--- src/rtl/tmr32_pwm_seq_ctrl.sv ---
// Wishbone master that programs a 32-bit timer/PWM and steps its compare value
// through a local duty table, one entry per timeout interrupt.
module tmr32_pwm_seq_ctrl #(
    parameter logic [31:0] TMR_BASE = 32'h0000_0000,
    parameter int          DEPTH    = 16,
    parameter int          AW       = 4,
    parameter logic [3:0]  CLK_SRC  = 4'd0,
    parameter int          ACK_TO   = 255
) (
    input  logic          clk_i,
    input  logic          rst_i,
    input  logic          start_i,
    input  logic          stop_i,
    input  logic          loop_i,
    input  logic [31:0]   period_i,
    input  logic [AW:0]   seq_len_i,
    input  logic          tbl_we_i,
    input  logic [AW-1:0] tbl_addr_i,
    input  logic [31:0]   tbl_wdata_i,
    output logic [31:0]   m_adr_o,
    output logic [31:0]   m_dat_o,
    input  logic [31:0]   m_dat_i,
    output logic [3:0]    m_sel_o,
    output logic          m_cyc_o,
    output logic          m_stb_o,
    output logic          m_we_o,
    input  logic          m_ack_i,
    input  logic          tmr_irq_i,
    output logic          busy_o,
    output logic          done_o,
    output logic          err_o,
    output logic [AW-1:0] step_o
);

    localparam logic [31:0] OFF_PERIOD = 32'h0000_0004;
    localparam logic [31:0] OFF_CMP    = 32'h0000_0008;
    localparam logic [31:0] OFF_CTRL   = 32'h0000_0100;
    localparam logic [31:0] OFF_IM     = 32'h0000_0208;
    localparam logic [31:0] OFF_ICR    = 32'h0000_020C;
    localparam logic [31:0] RUN_WORD   = {15'b0, 1'b1, 4'b0, CLK_SRC, 5'b0, 3'b111};
    localparam logic [7:0]  ACK_LAST   = 8'(ACK_TO - 1);
    localparam logic [AW:0] DEPTH_L    = (AW+1)'(DEPTH);
    localparam logic [AW:0] ONE_L      = (AW+1)'(1);

    typedef enum logic [3:0] {
        S_IDLE, S_W_PERIOD, S_W_CMP, S_W_IM, S_W_CTRL,
        S_HOLD, S_WAIT, S_W_ICR, S_W_STOP
    } state_t;

    state_t        state_q, state_d;
    logic [AW-1:0] index_q, index_d;
    logic [AW:0]   len_q, len_d;
    logic          loop_q, loop_d;
    logic [31:0]   period_q, period_d;
    logic          first_q, first_d;
    logic          stop_q, stop_d;
    logic          gap_q, gap_d;
    logic [7:0]    to_cnt_q, to_cnt_d;
    logic          hold_q, hold_d;
    logic          done_q, done_d;
    logic          err_q, err_d;
    logic [31:0]   adr_q, adr_d;
    logic [31:0]   dat_q, dat_d;

    logic [31:0]   tbl_q [DEPTH];
    logic          is_wr;
    logic          wr_done;
    logic [AW:0]   next_idx;
    logic          unused_dat;

    assign unused_dat = ^m_dat_i;

    always_ff @(posedge clk_i) begin
        if (tbl_we_i) begin
            tbl_q[tbl_addr_i] <= tbl_wdata_i;
        end
    end

    assign is_wr = (state_q == S_W_PERIOD) || (state_q == S_W_CMP) ||
                   (state_q == S_W_IM)     || (state_q == S_W_CTRL) ||
                   (state_q == S_W_ICR)    || (state_q == S_W_STOP);

    always_comb begin
        state_d  = state_q;
        index_d  = index_q;
        len_d    = len_q;
        loop_d   = loop_q;
        period_d = period_q;
        first_d  = first_q;
        stop_d   = stop_q | (stop_i & (state_q != S_IDLE));
        gap_d    = gap_q;
        to_cnt_d = '0;
        hold_d   = 1'b0;
        done_d   = 1'b0;
        err_d    = 1'b0;
        wr_done  = 1'b0;
        next_idx = {1'b0, index_q} + ONE_L;

        // gap_q marks the idle cycle after ack; the state advances only then
        if (is_wr) begin
            if (gap_q) begin
                gap_d   = 1'b0;
                wr_done = 1'b1;
            end else if (m_ack_i) begin
                gap_d = 1'b1;
            end else if (to_cnt_q == ACK_LAST) begin
                err_d   = 1'b1;
                state_d = S_IDLE;
            end else begin
                to_cnt_d = to_cnt_q + 8'd1;
            end
        end

        case (state_q)
            S_IDLE: begin
                if (start_i) begin
                    if ((seq_len_i == '0) || (seq_len_i > DEPTH_L)) begin
                        err_d = 1'b1;
                    end else begin
                        len_d    = seq_len_i;
                        loop_d   = loop_i;
                        period_d = period_i;
                        index_d  = '0;
                        first_d  = 1'b1;
                        state_d  = S_W_PERIOD;
                    end
                end
            end
            S_W_PERIOD: if (wr_done) state_d = S_W_CMP;
            S_W_CMP:    if (wr_done) state_d = first_q ? S_W_IM : S_HOLD;
            S_W_IM:     if (wr_done) state_d = S_W_CTRL;
            S_W_CTRL: begin
                if (wr_done) begin
                    first_d = 1'b0;
                    state_d = S_HOLD;
                end
            end
            S_HOLD: begin
                if (hold_q) state_d = S_WAIT;
                else        hold_d  = 1'b1;
            end
            S_WAIT: begin
                if (stop_q)         state_d = S_W_STOP;
                else if (tmr_irq_i) state_d = S_W_ICR;
            end
            S_W_ICR: begin
                if (wr_done) begin
                    if (next_idx < len_q) begin
                        index_d = next_idx[AW-1:0];
                        state_d = S_W_CMP;
                    end else if (loop_q) begin
                        index_d = '0;
                        state_d = S_W_CMP;
                    end else begin
                        state_d = S_W_STOP;
                    end
                end
            end
            S_W_STOP: begin
                if (wr_done) begin
                    done_d  = 1'b1;
                    state_d = S_IDLE;
                end
            end
            default: state_d = S_IDLE;
        endcase

        if (state_d == S_IDLE) stop_d = 1'b0;
    end

    // Address/data are captured on entry so they stay stable for the whole cycle
    always_comb begin
        adr_d = adr_q;
        dat_d = dat_q;
        if (state_d != state_q) begin
            case (state_d)
                S_W_PERIOD: begin adr_d = TMR_BASE + OFF_PERIOD; dat_d = period_d;        end
                S_W_CMP:    begin adr_d = TMR_BASE + OFF_CMP;    dat_d = tbl_q[index_d];  end
                S_W_IM:     begin adr_d = TMR_BASE + OFF_IM;     dat_d = 32'h1;           end
                S_W_CTRL:   begin adr_d = TMR_BASE + OFF_CTRL;   dat_d = RUN_WORD;        end
                S_W_ICR:    begin adr_d = TMR_BASE + OFF_ICR;    dat_d = 32'h1;           end
                S_W_STOP:   begin adr_d = TMR_BASE + OFF_CTRL;   dat_d = 32'h0;           end
                default:    begin adr_d = adr_q;                 dat_d = dat_q;           end
            endcase
        end
    end

    always_ff @(posedge clk_i or posedge rst_i) begin
        if (rst_i) begin
            state_q  <= S_IDLE;
            index_q  <= '0;
            len_q    <= '0;
            loop_q   <= 1'b0;
            period_q <= '0;
            first_q  <= 1'b0;
            stop_q   <= 1'b0;
            gap_q    <= 1'b0;
            to_cnt_q <= '0;
            hold_q   <= 1'b0;
            done_q   <= 1'b0;
            err_q    <= 1'b0;
            adr_q    <= '0;
            dat_q    <= '0;
        end else begin
            state_q  <= state_d;
            index_q  <= index_d;
            len_q    <= len_d;
            loop_q   <= loop_d;
            period_q <= period_d;
            first_q  <= first_d;
            stop_q   <= stop_d;
            gap_q    <= gap_d;
            to_cnt_q <= to_cnt_d;
            hold_q   <= hold_d;
            done_q   <= done_d;
            err_q    <= err_d;
            adr_q    <= adr_d;
            dat_q    <= dat_d;
        end
    end

    assign m_cyc_o = is_wr & ~gap_q;
    assign m_stb_o = m_cyc_o;
    assign m_we_o  = m_cyc_o;
    assign m_sel_o = {4{m_cyc_o}};
    assign m_adr_o = m_cyc_o ? adr_q : '0;
    assign m_dat_o = m_cyc_o ? dat_q : '0;
    assign busy_o  = (state_q != S_IDLE);
    assign done_o  = done_q;
    assign err_o   = err_q;
    assign step_o  = index_q;

endmodule
--- config.mk ---
export PLATFORM = sky130hd
export DESIGN_NAME = tmr32_pwm_seq_ctrl
export DESIGN_NICKNAME = d
export VERILOG_FILES = /design/src/rtl/tmr32_pwm_seq_ctrl.sv
export SDC_FILE = /design/constraint.sdc
export NUM_CORES = 1
export LEC_CHECK = 0
export ABC_AREA = 0
export CAP_MARGIN = 25
export CORE_MARGIN = 5
export CORE_UTILIZATION = 52
export CTS_CLUSTER_DIAMETER = 50
export DETAILED_ROUTE_END_ITERATION = 10
export PLACE_DENSITY = 0.82
export SKIP_LAST_GASP = 1
export SYNTH_ARGS = -nofsm -noshare
export SYNTH_HDL_FRONTEND = slang
export SYNTH_SLANG_ARGS = --single-unit
--- constraint.sdc ---
create_clock -name clk_i -period 3 [get_ports clk_i]
set_input_delay 0.45 -clock clk_i [delete_from_list [all_inputs] [get_ports clk_i]]
set_output_delay 0.45 -clock clk_i [all_outputs]
set_load 0.05 [all_outputs]
==> key figures <==
Critical path
  • R2r worst-path depth: 16
  • Worst reg2reg startpoint: step_o[0]
  • Buf/Inv on CP: 5
  • Type of the worst setup path: register to register
  • Critical path's slowest cell: sky130_fd_sc_hd__dfrtp_2
  • R2r setup slk: -0.45 ns
  • Worst Setup Start Kind: register
  • CP Data Arrival Time: 3.93 ns
  • Top delay family on crit path: compound AO/OA/AOI/OAI gates
  • Critical Path End Type: register
  • Crit path cell chain: ha_4 > and3_4 > ha_4 > a21o_1 > buf_6 > a311oi_4 > buf_6 > and3_4 > a31oi_4 > buf_12 > buf_8 > buf_16 > a211oi_2 > a31oi_1 > a32oi_1 > nand3_1
  • Required time of the worst setup path: 3.48 ns
  • Largest driver fanout on the critical path: 6
  • Endpoint of the most critical register-to-register path: dat_q[8]
  • Critical Path Max Stage Delay: 0.44 ns

Timing
  • Worst Setup Slack, final: -0.448 ns
  • Number of setup violations in the final report: 33
  • RSZ-0062 raised after global routing: yes
  • Highest achievable clock rate: 290 MHz
  • Final Hold Violating Endpoints: 0
  • Ratio of final minimum period to clock period: 115%
  • Post-layout minimum cycle time: 3.45 ns
  • Relative slew slack: 55.0%
  • Clock skew: 0.0140 ns
  • Count of pins over their slew limit: 0
  • Least-Margin Pin Slew: 0.674 ns

Power
  • Switching part of the total: 32.1%
  • Internal Dissipation: 0.0167 W
  • Power per cell area: 804 nW/um^2
  • Relative contribution of combinational cells to total power: 32.7%
  • Relative contribution of sequential cells to total power: 38.7%
  • PnR Total Power: 0.0246 W
  • Switching component of the power: 0.00789 W
  • Clock share of power: 28.6%
  • Peak supply drop: 542 uV
  • Leakage power figure: 10.5 nW

Die
  • Number of core rows: 78
  • Count of boundary I/O pins: 191
  • Horiz. Die Dim: 223 um
  • Starting density of the core: 52.3%
  • Total Die Area: 49700 sq um
  • Area of the core region: 45100 sq um
  • Overall die height: 223 um

Yosys
  • Mapped Avg Cell Area: 13.2 sq um
  • Mapped cell area: 23600 sq um
  • Portion of synthesized cell area occupied by the leading cell type: 65.2%
  • Post-synthesis register bit count: 577
  • Post-synthesis instance total: 1783
  • Sequential-to-total area share from yosys stat: 72.1%
  • Top FF cell, synth: sky130_fd_sc_hd__edfxtp_1
  • Post-synthesis async set-or-reset flop share: 11.3%
  • Count of warnings emitted by yosys: 0
  • Synth cell types: 67
  • Area leader, netlist: sky130_fd_sc_hd__edfxtp_1
  • Number of enable flip-flop cells after synthesis: 512
  • Area contributors post-synth: sky130_fd_sc_hd__edfxtp_1, sky130_fd_sc_hd__dfrtp_1, sky130_fd_sc_hd__nand2_1

Layout
  • Layout Utilization: 67.9%
  • Number of inserted filler cells in the final layout: 2715
  • Final std cells w/o fill: 2686
  • Area of all sequential standard cells: 17000 sq um
  • Most frequent cells in the layout: sky130_fd_sc_hd__edfxtp_1, sky130_fd_sc_hd__nand2_1, sky130_fd_sc_hd__a21oi_1
  • Summed area of non-filler cells in the final layout: 30600 sq um
  • Most frequent standard cell in the layout excluding fill and tap cells: sky130_fd_sc_hd__edfxtp_1
  • Post-layout net count: 2159
  • Proportion of layout cells with a drive suffix above 1: 23.2%
  • Area of the multi-input gates: 6760 sq um
  • Area grow syn2layout: 29.7%

Placement
  • HPWL after DPL: 35800 um
  • Placed Cells: 2547
  • Number of I/O port buffers: 130
  • Area after DPL: 27500 sq um
  • Weighted congestion at the end of routability-driven global placement: 0.866
  • Pre-CTS worst setup slack: -0.485 ns

CTS
  • TritonCTS clock tree: built
  • Maximum level of the CTS H-tree: 2
  • Clock edge transition at the registers on the reported setup and hold paths: 0.07 ns
  • TritonCTS Buffers: 56
  • Insertion delay of the later-clocked pin in the worst-skew pair: 0.62 ns
  • Buffer levels on the longest clock path: 3
  • CTS Root Buffer Type: sky130_fd_sc_hd__clkbuf_16
  • Sink count of the clock tree: 577

Detailed routing
  • Detailed Routing Iterations Pass 1: 6
  • Average routed wire per standard cell: 27.2 um
  • Count of routing violations after the opening detailed-route iteration: 2782
  • Number of DRC violations after detailed routing: 0
  • Count of antenna-violating nets left after detailed routing: 0
  • Aggregate routed wire length: 73100 um
  • Number of vias in the routed layout: 17590
  • Detail-routed via count per cell: 6.55

Global routing
  • Grt total ovfl: 0
  • Total global routing track utilization: 27.2%
  • Antenna violations before repair: 3
  • First-pass GRT wire length: 104000 um
  • Number of global-route vias before repair: 17581
  • Pin count of the biggest net entering global routing: 57

Status
  • Result of the run: finished, violations left
  • Failing checks: negative setup slack

Flow run
  • Maximum capacitance violations: 0

Min path
  • Tightest Hold Check Type: primary input to asynchronous set/reset pin
[state kept, by name (all words and copies together), names as in the netlist]
signal,cells
tbl_q,512
dat_q,32
to_cnt_q,8
len_q,5
adr_q,4
state_q,4
step_o,4
done_o,1
err_o,1
first_q,1
gap_q,1
hold_q,1
loop_q,1
period_q,1
stop_q,1
[worst max path at each step]
stage	start	to	slack, ns	cells after the start
after global routing	step_o[0]	dat_q[8]	-0.52	16
final	step_o[0]	dat_q[8]	-0.45	16
after global placement	seq_len_i[0]	dat_q[0]	-0.46	12
after detailed placement	seq_len_i[0]	dat_q[0]	-0.49	13
after CTS	step_o[0]	dat_q[12]	-0.17	15
after floorplan	step_o[0]	dat_q[17]	-0.003	15
[cell type report]
type                       instances  area share [%]
antenna                            1         0.00818
clock inverter                    33           0.989
sequential                       577            55.6
clock buffer                      71            4.90
timing repair buffer             327            13.8
multi-input combinational       1062            22.1
tap                              600            2.45
inverter                          15           0.213
[per-stage QoR]
step                hold slack, ns  setup TNS (ns)
detailed placement           0.456          -14.55
CTS                          0.242           -3.63
floorplan                    0.437         -0.0130
global route                 0.267          -12.14
global placement             0.456          -11.36
finish                       0.246           -8.53
[power by group through the flow]
stage,clock [W],combinational (W),sequential (W)
final,0.00703,0.00803,0.00953
after CTS,0.00698,0.00728,0.00950
after global routing,0.00737,0.00835,0.00956
after detailed placement,0,0.00675,0.00964
after global placement,0,0.00656,0.00963
after floorplan,0,0.00361,0.00956
[cell families (layout without fill, tap and decap cells)]
| logic type | count (synthesis) | in the layout | share of synthesized area, % |
|---|---|---|---|
| muxes | 8 | 8 | 0.339 |
| AOI/OAI and AO/OA | 420 | 420 | 11.7 |
| other | 1 | 29 | 0.0159 |
| buffers and inverters | 171 | 446 | 3.46 |
| DFF | 577 | 577 | 72.1 |
| adders and majority gates | 7 | 7 | 0.371 |
| xor gates and xnor gates | 10 | 10 | 0.371 |
| and+or+nand+nor | 589 | 589 | 11.7 |
[cell usage after synthesis (all sizes together), types with 12 or more instances]
cell type / number
buf: 79
and3: 61
edfxtp: 512
a22oi: 37
and2: 41
inv: 15
a32oi: 65
o21ai: 21
nor2b: 12
a21oi: 176
nor2: 39
clkbuf: 77
dfrtp: 65
nand2: 319
a211oi: 56
a31oi: 35
nand3: 74
[routing by layer]
| layer | part of all wire [%] | vias up | global-route usage, % | routed length, um |
|---|---|---|---|---|
| li1 | - | 7194 | - | - |
| met1 | 34 | 8505 | 34.5 | 25000 |
| met2 | 48 | 1594 | 45.2 | 35000 |
| met3 | 13 | 293 | 6.66 | 9640 |
| met4 | 4.7 | 4 | 11.6 | 3460 |
| met5 | 0.040 | - | 0 | 29 |
[repair_timing]
item                       CTS  global route
resized for setup           77            83
setup endpoints to repair   37            70
buffers inserted            14            10
pin swaps                   26            31
hold buffers                 0             0
gates cloned                 9             5
(Power assumes the default switching activity.)
